## src/rtl/msg_uart_tx_pkg.sv

```systemverilog
// Shared definitions for the message UART transmitter: FSM states and line constants.
// Latency: n/a (types and constants only).
// Backpressure: n/a.
package msg_uart_tx_pkg;

  // Transmit FSM states, in frame order.
  typedef enum logic [2:0] {
    S_IDLE   = 3'd0,
    S_LOAD   = 3'd1,
    S_START  = 3'd2,
    S_DATA   = 3'd3,
    S_PARITY = 3'd4,
    S_STOP   = 3'd5
  } state_t;

  // 100 MHz core clock, 115200 baud.
  localparam int DEF_CLKS_PER_BIT = 868;

  // Mark level of an idle async serial line.
  localparam logic LINE_IDLE = 1'b1;

endpackage

```

## src/rtl/msg_uart_tx_baud_tick.sv

```systemverilog
// Reloadable bit-period down-counter; flags the last cycle of every serial bit.
// Latency: o_tick is high CLKS_PER_BIT-1 cycles after a restart, then every CLKS_PER_BIT cycles.
// Backpressure: none; free-running between restarts.
module uart_baud_tick
  import msg_uart_tx_pkg::*;
#(
  parameter int CLKS_PER_BIT = DEF_CLKS_PER_BIT
) (
  input  logic i_clk,
  input  logic i_rst,
  input  logic i_restart,
  output logic o_tick,
  output logic o_pre_tick
);

  localparam int CW = (CLKS_PER_BIT > 1) ? $clog2(CLKS_PER_BIT) : 1;
  localparam logic [CW-1:0] RELOAD = CW'(CLKS_PER_BIT - 1);

  logic [CW-1:0] r_cnt;

  // Count down one bit period; reload on restart or when the period expires so bits never drift.
  always_ff @(posedge i_clk or posedge i_rst) begin
    if (i_rst) begin
      r_cnt <= '0;
    end else if (i_restart || (r_cnt == '0)) begin
      r_cnt <= RELOAD;
    end else begin
      r_cnt <= r_cnt - CW'(1);
    end
  end

  // o_pre_tick lets the parent register a strobe that lands exactly on the tick cycle.
  assign o_tick     = (r_cnt == '0);
  assign o_pre_tick = (r_cnt == CW'(1));

endmodule

```

## src/rtl/msg_uart_tx.sv

```systemverilog
// Drains the byte TX FIFO and serialises each byte: start, 8 data LSB first, optional parity, 1-2 stops.
// Latency: RD one cycle after EMPTY is seen low in IDLE; start bit two cycles after RD.
// Backpressure: FIFO is read only from IDLE, one byte per frame, never while EMPTY is high.
module msg_uart_tx
  import msg_uart_tx_pkg::*;
#(
  parameter int CLKS_PER_BIT = DEF_CLKS_PER_BIT,
  parameter bit PARITY_EN    = 1'b0,
  parameter bit PARITY_ODD   = 1'b0,
  parameter int STOP_BITS    = 1
) (
  input  logic       OPB_CLK,
  input  logic       OPB_RST,
  input  logic       TX_FIFO_EMPTY,
  output logic       TX_FIFO_RD,
  input  logic [7:0] TX_FIFO_DATA,
  output logic       UART_TXD,
  output logic       TX_BUSY,
  output logic       TX_BYTE_DONE
);

  localparam logic [2:0] LAST_STOP = 3'(STOP_BITS - 1);

  state_t     r_state;
  state_t     w_state_nxt;
  logic [7:0] r_shift;
  logic [7:0] w_shift_nxt;
  logic       r_parity;
  logic       w_parity_nxt;
  logic [2:0] r_bit_idx;
  logic [2:0] w_bit_idx_nxt;
  logic       r_rd;
  logic       r_txd;
  logic       r_busy;
  logic       r_done;
  logic       w_rd_nxt;
  logic       w_txd_nxt;
  logic       w_busy_nxt;
  logic       w_done_nxt;
  logic       w_tick;
  logic       w_pre_tick;
  logic       w_restart;
  logic       w_last_stop;

  // Every state change restarts the bit period; bit boundaries reload inside the counter.
  assign w_restart   = (w_state_nxt != r_state);
  assign w_last_stop = (r_bit_idx == LAST_STOP);

  uart_baud_tick #(
    .CLKS_PER_BIT (CLKS_PER_BIT)
  ) u_baud (
    .i_clk      (OPB_CLK),
    .i_rst      (OPB_RST),
    .i_restart  (w_restart),
    .o_tick     (w_tick),
    .o_pre_tick (w_pre_tick)
  );

  // FSM state register.
  always_ff @(posedge OPB_CLK or posedge OPB_RST) begin
    if (OPB_RST) begin
      r_state <= S_IDLE;
    end else begin
      r_state <= w_state_nxt;
    end
  end

  // Next-state, shift register, parity and bit index.
  always_comb begin
    w_state_nxt   = r_state;
    w_shift_nxt   = r_shift;
    w_parity_nxt  = r_parity;
    w_bit_idx_nxt = r_bit_idx;
    case (r_state)
      S_IDLE: begin
        // r_rd high means this IDLE cycle is the read strobe; data arrives next cycle.
        if (r_rd) w_state_nxt = S_LOAD;
      end
      S_LOAD: begin
        w_shift_nxt  = TX_FIFO_DATA;
        w_parity_nxt = (^TX_FIFO_DATA) ^ PARITY_ODD;
        w_state_nxt  = S_START;
      end
      S_START: begin
        if (w_tick) begin
          w_state_nxt   = S_DATA;
          w_bit_idx_nxt = '0;
        end
      end
      S_DATA: begin
        if (w_tick) begin
          if (r_bit_idx == 3'd7) begin
            w_bit_idx_nxt = '0;
            w_state_nxt   = PARITY_EN ? S_PARITY : S_STOP;
          end else begin
            w_bit_idx_nxt = r_bit_idx + 3'd1;
            w_shift_nxt   = {1'b0, r_shift[7:1]};
          end
        end
      end
      S_PARITY: begin
        if (w_tick) begin
          w_state_nxt   = S_STOP;
          w_bit_idx_nxt = '0;
        end
      end
      S_STOP: begin
        if (w_tick) begin
          if (w_last_stop) begin
            w_state_nxt = S_IDLE;
          end else begin
            w_bit_idx_nxt = r_bit_idx + 3'd1;
          end
        end
      end
      default: w_state_nxt = S_IDLE;
    endcase
  end

  // Output values for the next cycle, decoded from the next state so every pin is a flop.
  always_comb begin
    w_rd_nxt   = (w_state_nxt == S_IDLE) && !TX_FIFO_EMPTY;
    w_busy_nxt = (w_state_nxt != S_IDLE) || w_rd_nxt;
    w_done_nxt = (r_state == S_STOP) && w_last_stop && w_pre_tick;
    case (w_state_nxt)
      S_START:  w_txd_nxt = 1'b0;
      S_DATA:   w_txd_nxt = w_shift_nxt[0];
      S_PARITY: w_txd_nxt = w_parity_nxt;
      default:  w_txd_nxt = LINE_IDLE;
    endcase
  end

  // Datapath and registered outputs; reset drops any frame in flight and returns the line to mark.
  always_ff @(posedge OPB_CLK or posedge OPB_RST) begin
    if (OPB_RST) begin
      r_shift   <= '0;
      r_parity  <= 1'b0;
      r_bit_idx <= '0;
      r_rd      <= 1'b0;
      r_txd     <= LINE_IDLE;
      r_busy    <= 1'b0;
      r_done    <= 1'b0;
    end else begin
      r_shift   <= w_shift_nxt;
      r_parity  <= w_parity_nxt;
      r_bit_idx <= w_bit_idx_nxt;
      r_rd      <= w_rd_nxt;
      r_txd     <= w_txd_nxt;
      r_busy    <= w_busy_nxt;
      r_done    <= w_done_nxt;
    end
  end

  assign TX_FIFO_RD   = r_rd;
  assign UART_TXD     = r_txd;
  assign TX_BUSY      = r_busy;
  assign TX_BYTE_DONE = r_done;

endmodule

```

## config.mk

```make
export PLATFORM = sky130hd
export DESIGN_NAME = msg_uart_tx
export DESIGN_NICKNAME = d
export VERILOG_FILES = /design/src/rtl/msg_uart_tx_pkg.sv /design/src/rtl/msg_uart_tx_baud_tick.sv /design/src/rtl/msg_uart_tx.sv
export SDC_FILE = /design/constraint.sdc
export NUM_CORES = 1
export LEC_CHECK = 0
export CORE_UTILIZATION = 50
export CTS_CLUSTER_SIZE = 24
export DETAILED_ROUTE_END_ITERATION = 8
export GPL_TIMING_DRIVEN = 0
export PLACE_DENSITY = 0.7
export SLEW_MARGIN = 20
export SYNTH_ARGS = -nofsm -noshare
export SYNTH_HDL_FRONTEND = slang
export SYNTH_SLANG_ARGS = --single-unit
```

## constraint.sdc

```tcl
create_clock -name OPB_CLK -period 7.2 [get_ports OPB_CLK]
set_clock_uncertainty 0.05 [all_clocks]
set_input_delay 1.44 -clock OPB_CLK [delete_from_list [all_inputs] [get_ports OPB_CLK]]
set_output_delay 1.44 -clock OPB_CLK [all_outputs]
set_load 0.05 [all_outputs]
```

## After elaboration in Yosys (flattened, before gate mapping)

Cells that the tools add are included.

- Bits in registers: 29
- Word-level logic and storage cells: 65

- $add $sub $neg: 2
- Equality and inequality tests: 16
- Multiplexer cells: 20
- Reduce and logical (&&, ||, !) cells: 17

Operators with widths:

| cell | count |
|---|---|
| 2-to-1 mux 3 bit | 12 |
| case mux 3 bit (6 select lines) | 1 |
| 2-to-1 mux 8 bit | 2 |
| case mux 8 bit (2 select lines) | 1 |
| == test 3 x 2 -> 1 bit, second input constant | 4 |
| == test 3 bit, second input constant | 4 |
| == test 10 x 1 -> 1 bit, second input constant | 1 |
| logical NOT 10 bit | 1 |
| 2-to-1 mux 10 bit | 1 |
| subtractor 10 x 1 -> 10 bit, second input constant | 1 |
| logical NOT 3 bit | 3 |
| case mux 3 bit (3 select lines) | 1 |
| parity 8 bit | 1 |
| inequality test 2 x 1 -> 1 bit, second input constant | 3 |
| nonzero test 3 bit | 2 |
| AND reduction 5 bit | 1 |
| inequality test 2 bit, second input constant | 2 |
| adder 3 x 1 -> 3 bit, second input constant | 1 |
| == test 3 x 1 -> 1 bit, second input constant | 1 |
| logical AND 1 bit | 3 |
| inequality test 3 bit | 1 |
| case mux 1 bit (3 select lines) | 1 |
| AND reduction 3 bit | 1 |
| logical OR 1 bit | 2 |
| 4 further kinds | 4 |

## Longest topological paths before layout

Gate-level depths: netlist (run 1).

- Word-level depth: 7
- Mapped depth: 9
- Mapped depth without buffers: 7

## By module

A second synthesis (run 1) with hierarchy kept.

- Cells, all modules: 161
- Area, all modules: 1647.8 um2

By module, submodules not included:

| module | instances | cells an instance | area an instance (um2) |
|---|---|---|---|
| msg_uart_tx | 1 | 106 | 1091.0 |
| uart_baud_tick | 1 | 55 | 556.8 |

## Worst setup path before layout (run 1)

Ideal clock, no wire load.

- Kind: register -> register
- Start point: reg u_baud.r_cnt[0]
- End point: reg r_shift[1]
- Setup time: 127 ps
- Arrival time: 2249 ps
- Data required time: 7023 ps
- Setup slack: 4774 ps
- Stages on the path, launching flop included: 10
- Buffers on the path: 2
- Path through: dfrtp_1 inv_1 ha_1 or3b_2 clkbuf_1 o41a_1 or2_0 buf_2 a222oi_1 inv_1

- Cells in the longest elaborated chain, start to end: 3

Ends and longest elaborated chain:

| element | line | text |
|---|---|---|
| start: declaration | msg_uart_tx_baud_tick.sv:19 | `logic [CW-1:0] r_cnt;` |
| start signal: assignment | msg_uart_tx_baud_tick.sv:28 | `r_cnt <= r_cnt - CW'(1);` |
| logical NOT 10 bit | msg_uart_tx_baud_tick.sv:33 | `assign o_tick = (r_cnt == '0);` |
| inequality test 2 x 1 -> 1 bit (no line) | n/a |  |
| AND reduction 3 bit (no line) | n/a |  |
| end signal: assignment | msg_uart_tx.sv:144 | `r_shift <= w_shift_nxt;` |
| end: declaration | msg_uart_tx.sv:26 | `logic [7:0] r_shift;` |

Every way passes these cells.
A chain may end at the register's enable or synchronous reset.

## Worst setup path after layout (run 1)

- Start point: reg r_txd (netlist: UART_TXD)
- End point: out UART_TXD

RTL lines:

| element | line | text |
|---|---|---|
| start: declaration | msg_uart_tx.sv:33 | `logic r_txd;` |
| start signal: assignment | msg_uart_tx.sv:148 | `r_txd <= w_txd_nxt;` |
| end: declaration | msg_uart_tx.sv:17 | `output logic UART_TXD,` |

No word-level cell between the ends.

==> results of run 1 <==
-- where the power goes --
group	leakage (nW)	switching (W)	total (W)	internal [W]
sequential	0.345	0.0000341	0.000237	0.000203
combinational	0.374	0.0000614	0.000118	0.0000571
clock	0.0310	0.0000577	0.0000945	0.0000367
total	0.750	0.000153	0.000450	0.000297
-- cell type report --
class                      count  area [sq um]  area share, %
clock inverter                 3         17.52         0.9957
clock buffer                   5         37.54          2.134
timing repair buffer          14         140.1          7.966
sequential                    29         726.9          41.32
buffer                        10         46.29          2.632
inverter                      12         45.04          2.560
tap                           31         38.79          2.205
multi-input combinational    104         706.9          40.18
-- metal layers --
layer  routed length [microns]  track usage (%)
met5                         0                0
met4                        45            9.059
met3                       116            4.989
met2                      1491            35.97
met1                      1305            25.74
-- synth_stat cells, drive strengths merged --
master,count,area (sq um)
nor2,11,41.29
a21oi,2,10.01
or2,2,12.52
nand2b,2,12.51
or4bb,1,11.26
clkbuf,8,30.03
dfstp,1,26.28
o21ai,6,30.02
mux2i,1,10.01
inv,12,45.04
buf,2,16.26
or3,1,6.260
o211a,1,10.01
xor2,1,8.760
nand2,17,63.81
ha,5,62.56
a222oi,6,60.06
and3,1,6.260
or3b,1,8.760
o22a,1,8.760
dfrtp,28,700.7
nor3,5,25.02
nor2b,3,18.77
a221oi,1,8.760
a22o,1,8.760
a211oi,1,7.510
nand3b,1,7.510
nand4,1,6.260
o31ai,1,7.510
nor4,4,31.28
o2bb2ai,1,8.760
and2,1,6.260
or4,3,26.27
o41a,1,11.26
nand3,5,25.02
nor3b,2,15.01
o32ai,1,16.27
xnor2,13,113.9
-- sequential cells by signal, summed over array words and instances (netlist names), 3 cells and up --
register and cells:
r_bit_idx 3, r_shift 8, r_state 3, u_baud.r_cnt 10
-- metrics by stage --
| step | setup WS (ps) | hold slack (ps) | instance area (sq um) | cells |
|---|---|---|---|---|
| CTS | 4039 | 462.1 | 1759 | 208 |
| global placement | 4325 | 413.2 | 1704 | 200 |
| floorplan | 4774 | 393.6 | 1525 | 155 |
| finish | 4059 | 454.6 | 1759 | 208 |
| global route | 4011 | 481.9 | 1759 | 208 |
| detailed placement | 4281 | 427.7 | 1704 | 200 |
-- worst max-delay path by stage --
stage	start	to	slack, ps	cells past startpoint
final	UART_TXD	UART_TXD	4060	1
after global routing	UART_TXD	UART_TXD	4010	1
after floorplan	u_baud.r_cnt[0]	r_shift[1]	4770	9
after global placement	TX_FIFO_DATA[7]	UART_TXD	4330	6
after CTS	UART_TXD	UART_TXD	4040	1
after detailed placement	TX_FIFO_DATA[1]	UART_TXD	4280	6
-- logic make-up after synthesis --
logic type	count (synthesis)	share of synthesized area, %
AOI/OAI and AO/OA	23	12.31
and+or+nand+nor	61	21.25
buffers and inverters	22	5.988
muxes	1	0.6563
xor gates and xnor gates	14	8.040
adders and majority gates	5	4.102
DFF	29	47.66
==> results.sh, run 1 <==
export IMPL_hold_path_end="r_shift[3]"
export IMPL_detail_route_wl_per_cell_microns=14.23
export IMPL_post_cts_buffers=0
export IMPL_start_kind="flip-flop"
export IMPL_post_route_util_pct=62.18
export IMPL_leakage_nw=0.7502
export IMPL_antenna_cells=0
export IMPL_rows=19
export IMPL_core_area_sq_um=2829
export IMPL_hold_viol=0
export IMPL_crit_required_ps=5710
export IMPL_syn2layout_area_growth_pct=15.34
export IMPL_worst_path_buf_inv=1
export IMPL_dieArea_sq_um=3275
export IMPL_synth_area_sq_um=1525
export IMPL_io_pins=15
export IMPL_reg2reg_setup_slack_ps=4520
export IMPL_initial_core_util_pct=53.91
export IMPL_cts_root_buf="clkbuf_4"
export IMPL_cts_max_path_buffers=2
export IMPL_layout_common_cells="dfrtp_1 (28), nand2_1 (17), clkdlybuf4s50_1 (14)"
export IMPL_crit_path_end_kind="output port"
export IMPL_worst_pin_slew_ps=675.7
export IMPL_final_common_cell="dfrtp_1"
export IMPL_wirelength_mm=2.959
export IMPL_synth_fp_nets=171
export IMPL_worstHoldStart="r_shift[3]"
export IMPL_fin_nets=192
export IMPL_max_cap_violations=0
export IMPL_cp_max_fo=1
export IMPL_synth_yosys_seq_area_share_pct=47.66
export IMPL_outcome="complete, but fails checks"
export IMPL_gp_congestion=0.7838
export IMPL_syn_avg_cell_area_sq_um=9.840
export IMPL_yosys_warnings=0
export IMPL_power_per_cell_area_nw_per_um2=256.0
export IMPL_cts_sinks=29
export IMPL_cts_clk_slew_worst_paths_ps=90
export IMPL_whs_path_depth=2
export IMPL_setup_viol=0
export IMPL_power_w=0.0004503
export IMPL_r2r_end="r_shift[2]"
export IMPL_grtUsageTotal_pct=21.14
export IMPL_clk_latency_ps=330
export IMPL_ant_nets=0
export IMPL_grt_pass1_wl_mm=5.257
export IMPL_slew_viol_final=0
export IMPL_drt_first_pass_iters=6
export IMPL_cts_hold_buf=0
export IMPL_crit_arrival_ps=1650
export IMPL_grt_max_degree=30
export IMPL_slowest_delay_ps=790
export IMPL_dpl_hpwl_mm=2.201
export IMPL_drtIter0Drc=53
export IMPL_post_cts_resized=0
export IMPL_r2r_start="u_baud.r_cnt[0]"
export IMPL_fmax_mhz=318.4
export IMPL_criticalPathCategory="flip-flop to output port"
export IMPL_path_delay_family="buffers and inverters"
export IMPL_synth_distinct_cells=43
export IMPL_num_fill_cells=256
export IMPL_slew_headroom_pct=54.58
export IMPL_worst_r2r_cell_count=9
export IMPL_drc=2
export IMPL_yosys_register_bits=29
export IMPL_numCtsBuffers=5
export IMPL_rsz0062_at_grt="false"
export IMPL_die_h_microns=57.23
export IMPL_fin_tns_setup_ps=0
export IMPL_finalCriticalPeriod_ps=3141
export IMPL_antenna_found_initial=0
export IMPL_cp_cell_sequence="clkdlybuf4s50_1"
export IMPL_synthCells=155
export IMPL_ir_worst_vdd_v=0.0001431
export IMPL_grt_pass1_vias=1201
export IMPL_layout_drive_gt1_share_pct=9.605
export IMPL_die_w_microns=57.23
export IMPL_holdCritPathClass="flip-flop to flip-flop"
export IMPL_critPathSlowestCell="clkdlybuf4s50_1"
export IMPL_io_buffers=14
export IMPL_final_period_utilization_pct=43.62
export IMPL_h_tree_depth=2
export IMPL_via_per_inst=5.635
export IMPL_grt_overflow=0
export IMPL_vias=1172
export IMPL_violations="DRC"
export IMPL_tritoncts="built"
No activity file was read; power rests on OpenSTA's default activity.
==> run 2: changes to the inputs <==
Settings changed: PLACE_DENSITY 0.7 to 0.73.
Clock period 7.2 ns to 2.6 ns, I/O delays scaled along.
==> run 2 against run 1 <==
  * The flow now finishes without violations
  * Via count is 1.1% lower
  * Die area unchanged
  * Critical endpoint is now r_shift[2]
  * Final area grew 0.43%
  * Critical path type is now flip-flop to flip-flop
==> results.sh, run 2 (synthesis results as in run 1) <==
export IMPL_via_per_inst=5.626
export IMPL_gp_congestion=0.7888
export IMPL_grtUsageTotal_pct=21.76
export IMPL_top_regs="u_baud.r_cnt: 10 flops, r_shift: 8 flops"
export IMPL_power_w=0.001265
export IMPL_crit_arrival_ps=2660
export IMPL_grt_pass1_vias=1190
export IMPL_dieArea_sq_um=3275
export IMPL_fmax_mhz=401.8
export IMPL_fin_nets=191
export IMPL_regMostFlops="u_baud.r_cnt"
export IMPL_setup_viol=0
export IMPL_wirelength_mm=2.908
export IMPL_ir_worst_vdd_v=0.0004675
export IMPL_rsz0062_at_grt="false"
export IMPL_grt_max_degree=30
export IMPL_cp_cell_sequence="or4_4 -> buf_6 -> o41a_1 -> or2_0 -> buf_2 -> a222oi_1 -> inv_1"
export IMPL_r2r_start="u_baud.r_cnt[4]"
export IMPL_slew_headroom_pct=59.85
export IMPL_leakage_nw=0.7591
export IMPL_clk_latency_ps=330
export IMPL_grt_overflow=0
export IMPL_outcome="complete, no violations"
export IMPL_cp_max_fo=8
export IMPL_io_buffers=14
export IMPL_drtIter0Drc=83
export IMPL_start_kind="flip-flop"
export IMPL_crit_required_ps=2770
export IMPL_dpl_hpwl_mm=2.129
export IMPL_detail_route_wl_per_cell_microns=14.12
export IMPL_worst_path_buf_inv=3
export IMPL_path_delay_family="compound AO/OA/AOI/OAI gates"
export IMPL_initial_core_util_pct=53.91
export IMPL_hold_viol=0
export IMPL_crit_start="u_baud.r_cnt[4]"
export IMPL_die_h_microns=57.23
export IMPL_fin_ws_ps=111.4
export IMPL_crit_path_end_kind="flip-flop"
export IMPL_power_per_cell_area_nw_per_um2=716.1
export IMPL_cts_max_path_buffers=2
export IMPL_die_w_microns=57.23
export IMPL_vias=1159
export IMPL_cts_clk_slew_worst_paths_ps=90
export IMPL_layout_drive_gt1_share_pct=8.571
export IMPL_core_area_sq_um=2829
export IMPL_fin_area_sq_um=1767
export IMPL_layout_common_cells="dfrtp_1 (28), nand2_1 (17), clkdlybuf4s50_1 (14)"
export IMPL_numCtsBuffers=5
export IMPL_worst_pin_slew_ps=601.3
export IMPL_drc=0
export IMPL_worstHoldStart="r_parity"
export IMPL_largest_reg_flops=10
export IMPL_slowest_delay_ps=530
export IMPL_antenna_found_initial=0
export IMPL_tritoncts="built"
export IMPL_finalCriticalPeriod_ps=2489
export IMPL_cts_root_buf="clkbuf_4"
export IMPL_post_route_util_pct=62.45
export IMPL_max_cap_violations=0
export IMPL_rows=19
export IMPL_num_fill_cells=256
export IMPL_grt_pass1_wl_mm=5.326
export IMPL_slew_viol_final=0
export IMPL_final_period_utilization_pct=95.72
export IMPL_antenna_cells=0
export IMPL_dp_slack_ps=-78.21
export IMPL_post_dp_cell_area_sq_um=1704
export IMPL_syn2layout_area_growth_pct=15.83
export IMPL_h_tree_depth=2
export IMPL_critPathSlowestCell="or4_4"
export IMPL_cts_sinks=29
export IMPL_io_pins=15
export IMPL_criticalPathCategory="flip-flop to flip-flop"
export IMPL_final_common_cell="dfrtp_1"
export IMPL_holdCritPathClass="flip-flop to flip-flop"
export IMPL_drt_first_pass_iters=4
export IMPL_ant_nets=0
## run 2: changes by cell type in the layout (fill, tap and decap cells not counted), sizes merged
cell / change
clkinv: -2
clkbuf: +1
clkinvlp: -1
## run 2: final timing paths
kind                       depth (start not counted)  slack (ps)         endpoint
setup / recovery                                   7         110       r_shift[2]
hold / removal                                     2         450         r_parity
setup reg to reg                                   7         110       r_shift[2]
hold reg to reg                                    2         450         r_parity
max in group asynchronous                          2        1570  u_baud.r_cnt[7]
min in group asynchronous                          2         520       r_shift[4]
## run 2: metrics by stage
step | cells | setup TNS (ps) | hold slack, ps
2_1_floorplan | 155 | 0 | 393.6
3_5_place_dp | 200 | -136.6 | 425.7
4_1_cts | 206 | 0 | 447.5
5_1_grt | 206 | 0 | 488.3
6_report | 206 | 0 | 445.4
3_3_place_gp | 200 | 0 | 411.5
## run 2: layer usage
layer / wire [microns] / GRT usage, % / vias up
met4: 53 / 8.014 / 0
met2: 1376 / 34.79 / 22
met1: 1361 / 27.49 / 552
met5: 0 / 0 / -
li1: - / - / 580
met3: 117 / 7.483 / 5
## run 2: area by class of cell
type | count | area (sq um) | area share [%]
well taps | 31 | 38.79 | 2.195
plain buffers | 9 | 42.54 | 2.408
clock buffers | 7 | 55.05 | 3.116
repair buffers | 14 | 140.1 | 7.932
inverters | 12 | 45.04 | 2.550
flip-flops and latches | 29 | 726.9 | 41.15
multi-input cells | 104 | 718.2 | 40.65
## run 2: timing repair
item	CTS	global route
hold buffers	0	0
endpoints found under the setup margin	3	9
hold endpoints to repair	0	0
buffers inserted	0	0
resized for setup	0	2
pin swaps	0	0
## run 2: worst reg2reg max path, stage by stage (launching register included)
cell,delay (ps)
dfrtp_1,440
or4_4,530
buf_6,150
o41a_1,420
or2_0,200
buf_2,160
a222oi_1,360
inv_1,70
## run 2: report_power, final
| part | total [W] | internal [W] | switching [W] |
|---|---|---|---|
| logic | 0.000333 | 0.000159 | 0.000174 |
| clock network | 0.000274 | 0.000127 | 0.000146 |
| registers | 0.000658 | 0.000563 | 0.0000954 |
==> run 3: changes to the inputs <==
Settings changed: RECOVER_POWER from default to 25.
==> run 3 against run 2 <==
  * Via count unchanged
  * Setup slack got worse by 1.3 ps
  * Critical path depth unchanged
  * Critical endpoint unchanged
  * Core utilization unchanged
  * Critical path type unchanged
  * Final cell count unchanged
  * Register-to-register slack about the same
  * Routed wire length increased by 0.24%
  * Sequential cell count unchanged
==> results.sh, run 3 (synthesis results as in run 1) <==
export IMPL_final_period_utilization_pct=95.76
export IMPL_criticalPathCategory="flip-flop to flip-flop"
export IMPL_vias=1159
export IMPL_rsz0062_at_grt="false"
export IMPL_die_h_microns=57.23
export IMPL_core_area_sq_um=2829
export IMPL_leakage_nw=0.7604
export IMPL_grt_overflow=0
export IMPL_cts_clk_slew_worst_paths_ps=90
export IMPL_dp_slack_ps=-78.21
export IMPL_dpl_hpwl_mm=2.129
export IMPL_dieArea_sq_um=3275
export IMPL_largest_reg_flops=10
export IMPL_syn2layout_area_growth_pct=15.83
export IMPL_die_w_microns=57.23
export IMPL_post_dp_cell_area_sq_um=1704
export IMPL_crit_arrival_ps=2660
export IMPL_cts_max_path_buffers=2
export IMPL_via_per_inst=5.626
export IMPL_regMostFlops="u_baud.r_cnt"
export IMPL_drt_first_pass_iters=4
export IMPL_start_kind="flip-flop"
export IMPL_io_pins=15
export IMPL_setup_viol=0
export IMPL_wirelength_mm=2.915
export IMPL_drc=0
export IMPL_cts_hold_buf=0
export IMPL_fmax_mhz=401.6
export IMPL_final_common_cell="dfrtp_1"
export IMPL_detail_route_wl_per_cell_microns=14.15
export IMPL_grtUsageTotal_pct=21.76
export IMPL_cts_root_buf="clkbuf_4"
export IMPL_slew_viol_final=0
export IMPL_numCtsBuffers=5
export IMPL_crit_path_end_kind="flip-flop"
export IMPL_layout_common_cells="dfrtp_1 (28), nand2_1 (17), xnor2_1 (13), clkdlybuf4s50_1 (13), inv_1 (12)"
export IMPL_holdCritPathClass="flip-flop to flip-flop"
export IMPL_antenna_cells=0
export IMPL_finalCriticalPeriod_ps=2490
export IMPL_power_per_cell_area_nw_per_um2=715.6
export IMPL_io_buffers=14
export IMPL_clk_latency_ps=330
export IMPL_h_tree_depth=2
export IMPL_cp_max_fo=8
export IMPL_initial_core_util_pct=53.91
export IMPL_crit_required_ps=2770
export IMPL_slew_headroom_pct=27.08
export IMPL_antenna_found_initial=0
export IMPL_ir_worst_vdd_v=0.0004673
export IMPL_top_regs="u_baud.r_cnt: 10 flops, r_shift: 8 flops"
export IMPL_tritoncts="built"
export IMPL_grt_pass1_vias=1190
export IMPL_fin_area_sq_um=1767
export IMPL_post_cts_buffers=0
export IMPL_power_w=0.001264
export IMPL_fin_nets=191
export IMPL_outcome="complete, no violations"
export IMPL_post_cts_resized=0
export IMPL_grt_pass1_wl_mm=5.326
export IMPL_worst_pin_slew_ps=1093
export IMPL_ant_nets=0
export IMPL_grt_max_degree=30
export IMPL_layout_drive_gt1_share_pct=8.000
export IMPL_hold_viol=0
export IMPL_fin_ws_ps=110.1
export IMPL_max_cap_violations=0
export IMPL_gp_congestion=0.7888
export IMPL_cts_sinks=29
export IMPL_drtIter0Drc=83
export IMPL_rows=19
## run 3: changes by cell type in the layout (fill, tap and decap cells not counted)
cell,before,now
inv_2,1,0
dlygate4sd3_1,0,1
inv_1,11,12
clkdlybuf4s50_1,14,13
## run 3: cell type report
type | count | area, sq um
Multi-Input combinational cell | 104 | 718.2
Sequential cell | 29 | 726.9
Tap cell | 31 | 38.79
Timing Repair Buffer | 14 | 140.1
Buffer | 9 | 42.54
Fill cell | 256 | 1062
Inverter | 12 | 45.04
Clock buffer | 7 | 55.05
## run 3: worst paths after layout
path | cells past startpoint | from | endpoint | slack [ps]
setup / recovery | 7 | u_baud.r_cnt[4] | r_shift[2] | 110
hold / removal | 2 | r_parity | r_parity | 450
setup reg to reg | 7 | u_baud.r_cnt[4] | r_shift[2] | 110
hold reg to reg | 2 | r_parity | r_parity | 450
max in group asynchronous | 2 | OPB_RST | u_baud.r_cnt[7] | 990
min in group asynchronous | 2 | OPB_RST | r_shift[4] | 840
## run 3: where the power goes
part	switching, W	internal, W	leakage [nW]
combinational	0.000173	0.000159	0.384
clock	0.000146	0.000127	0.0314
sequential	0.0000952	0.000563	0.345
## run 3: through the flow
stage,TNS (ps),hold slack [ps],utilization (%),std cells
2_1_floorplan,0,393.6,-,155
3_3_place_gp,0,411.5,60.24,200
3_5_place_dp,-136.6,425.7,60.24,200
4_1_cts,0,447.5,62.05,206
5_1_grt,0,488.3,62.45,206
6_report,0,445.4,62.45,206
## run 3: worst max-delay path: stages, from the launching register on
cell and delay, ps:
dfrtp_1 440, or4_4 530, buf_6 150, o41a_1 420
or2_0 200, buf_2 160, a222oi_1 360, inv_1 70
## run 3: layer usage
metal / share of wire [%] / track usage, %
met1: 47 / 27.49
met2: 47 / 34.79
met3: 4.1 / 7.483
met4: 1.8 / 8.014
met5: 0 / 0
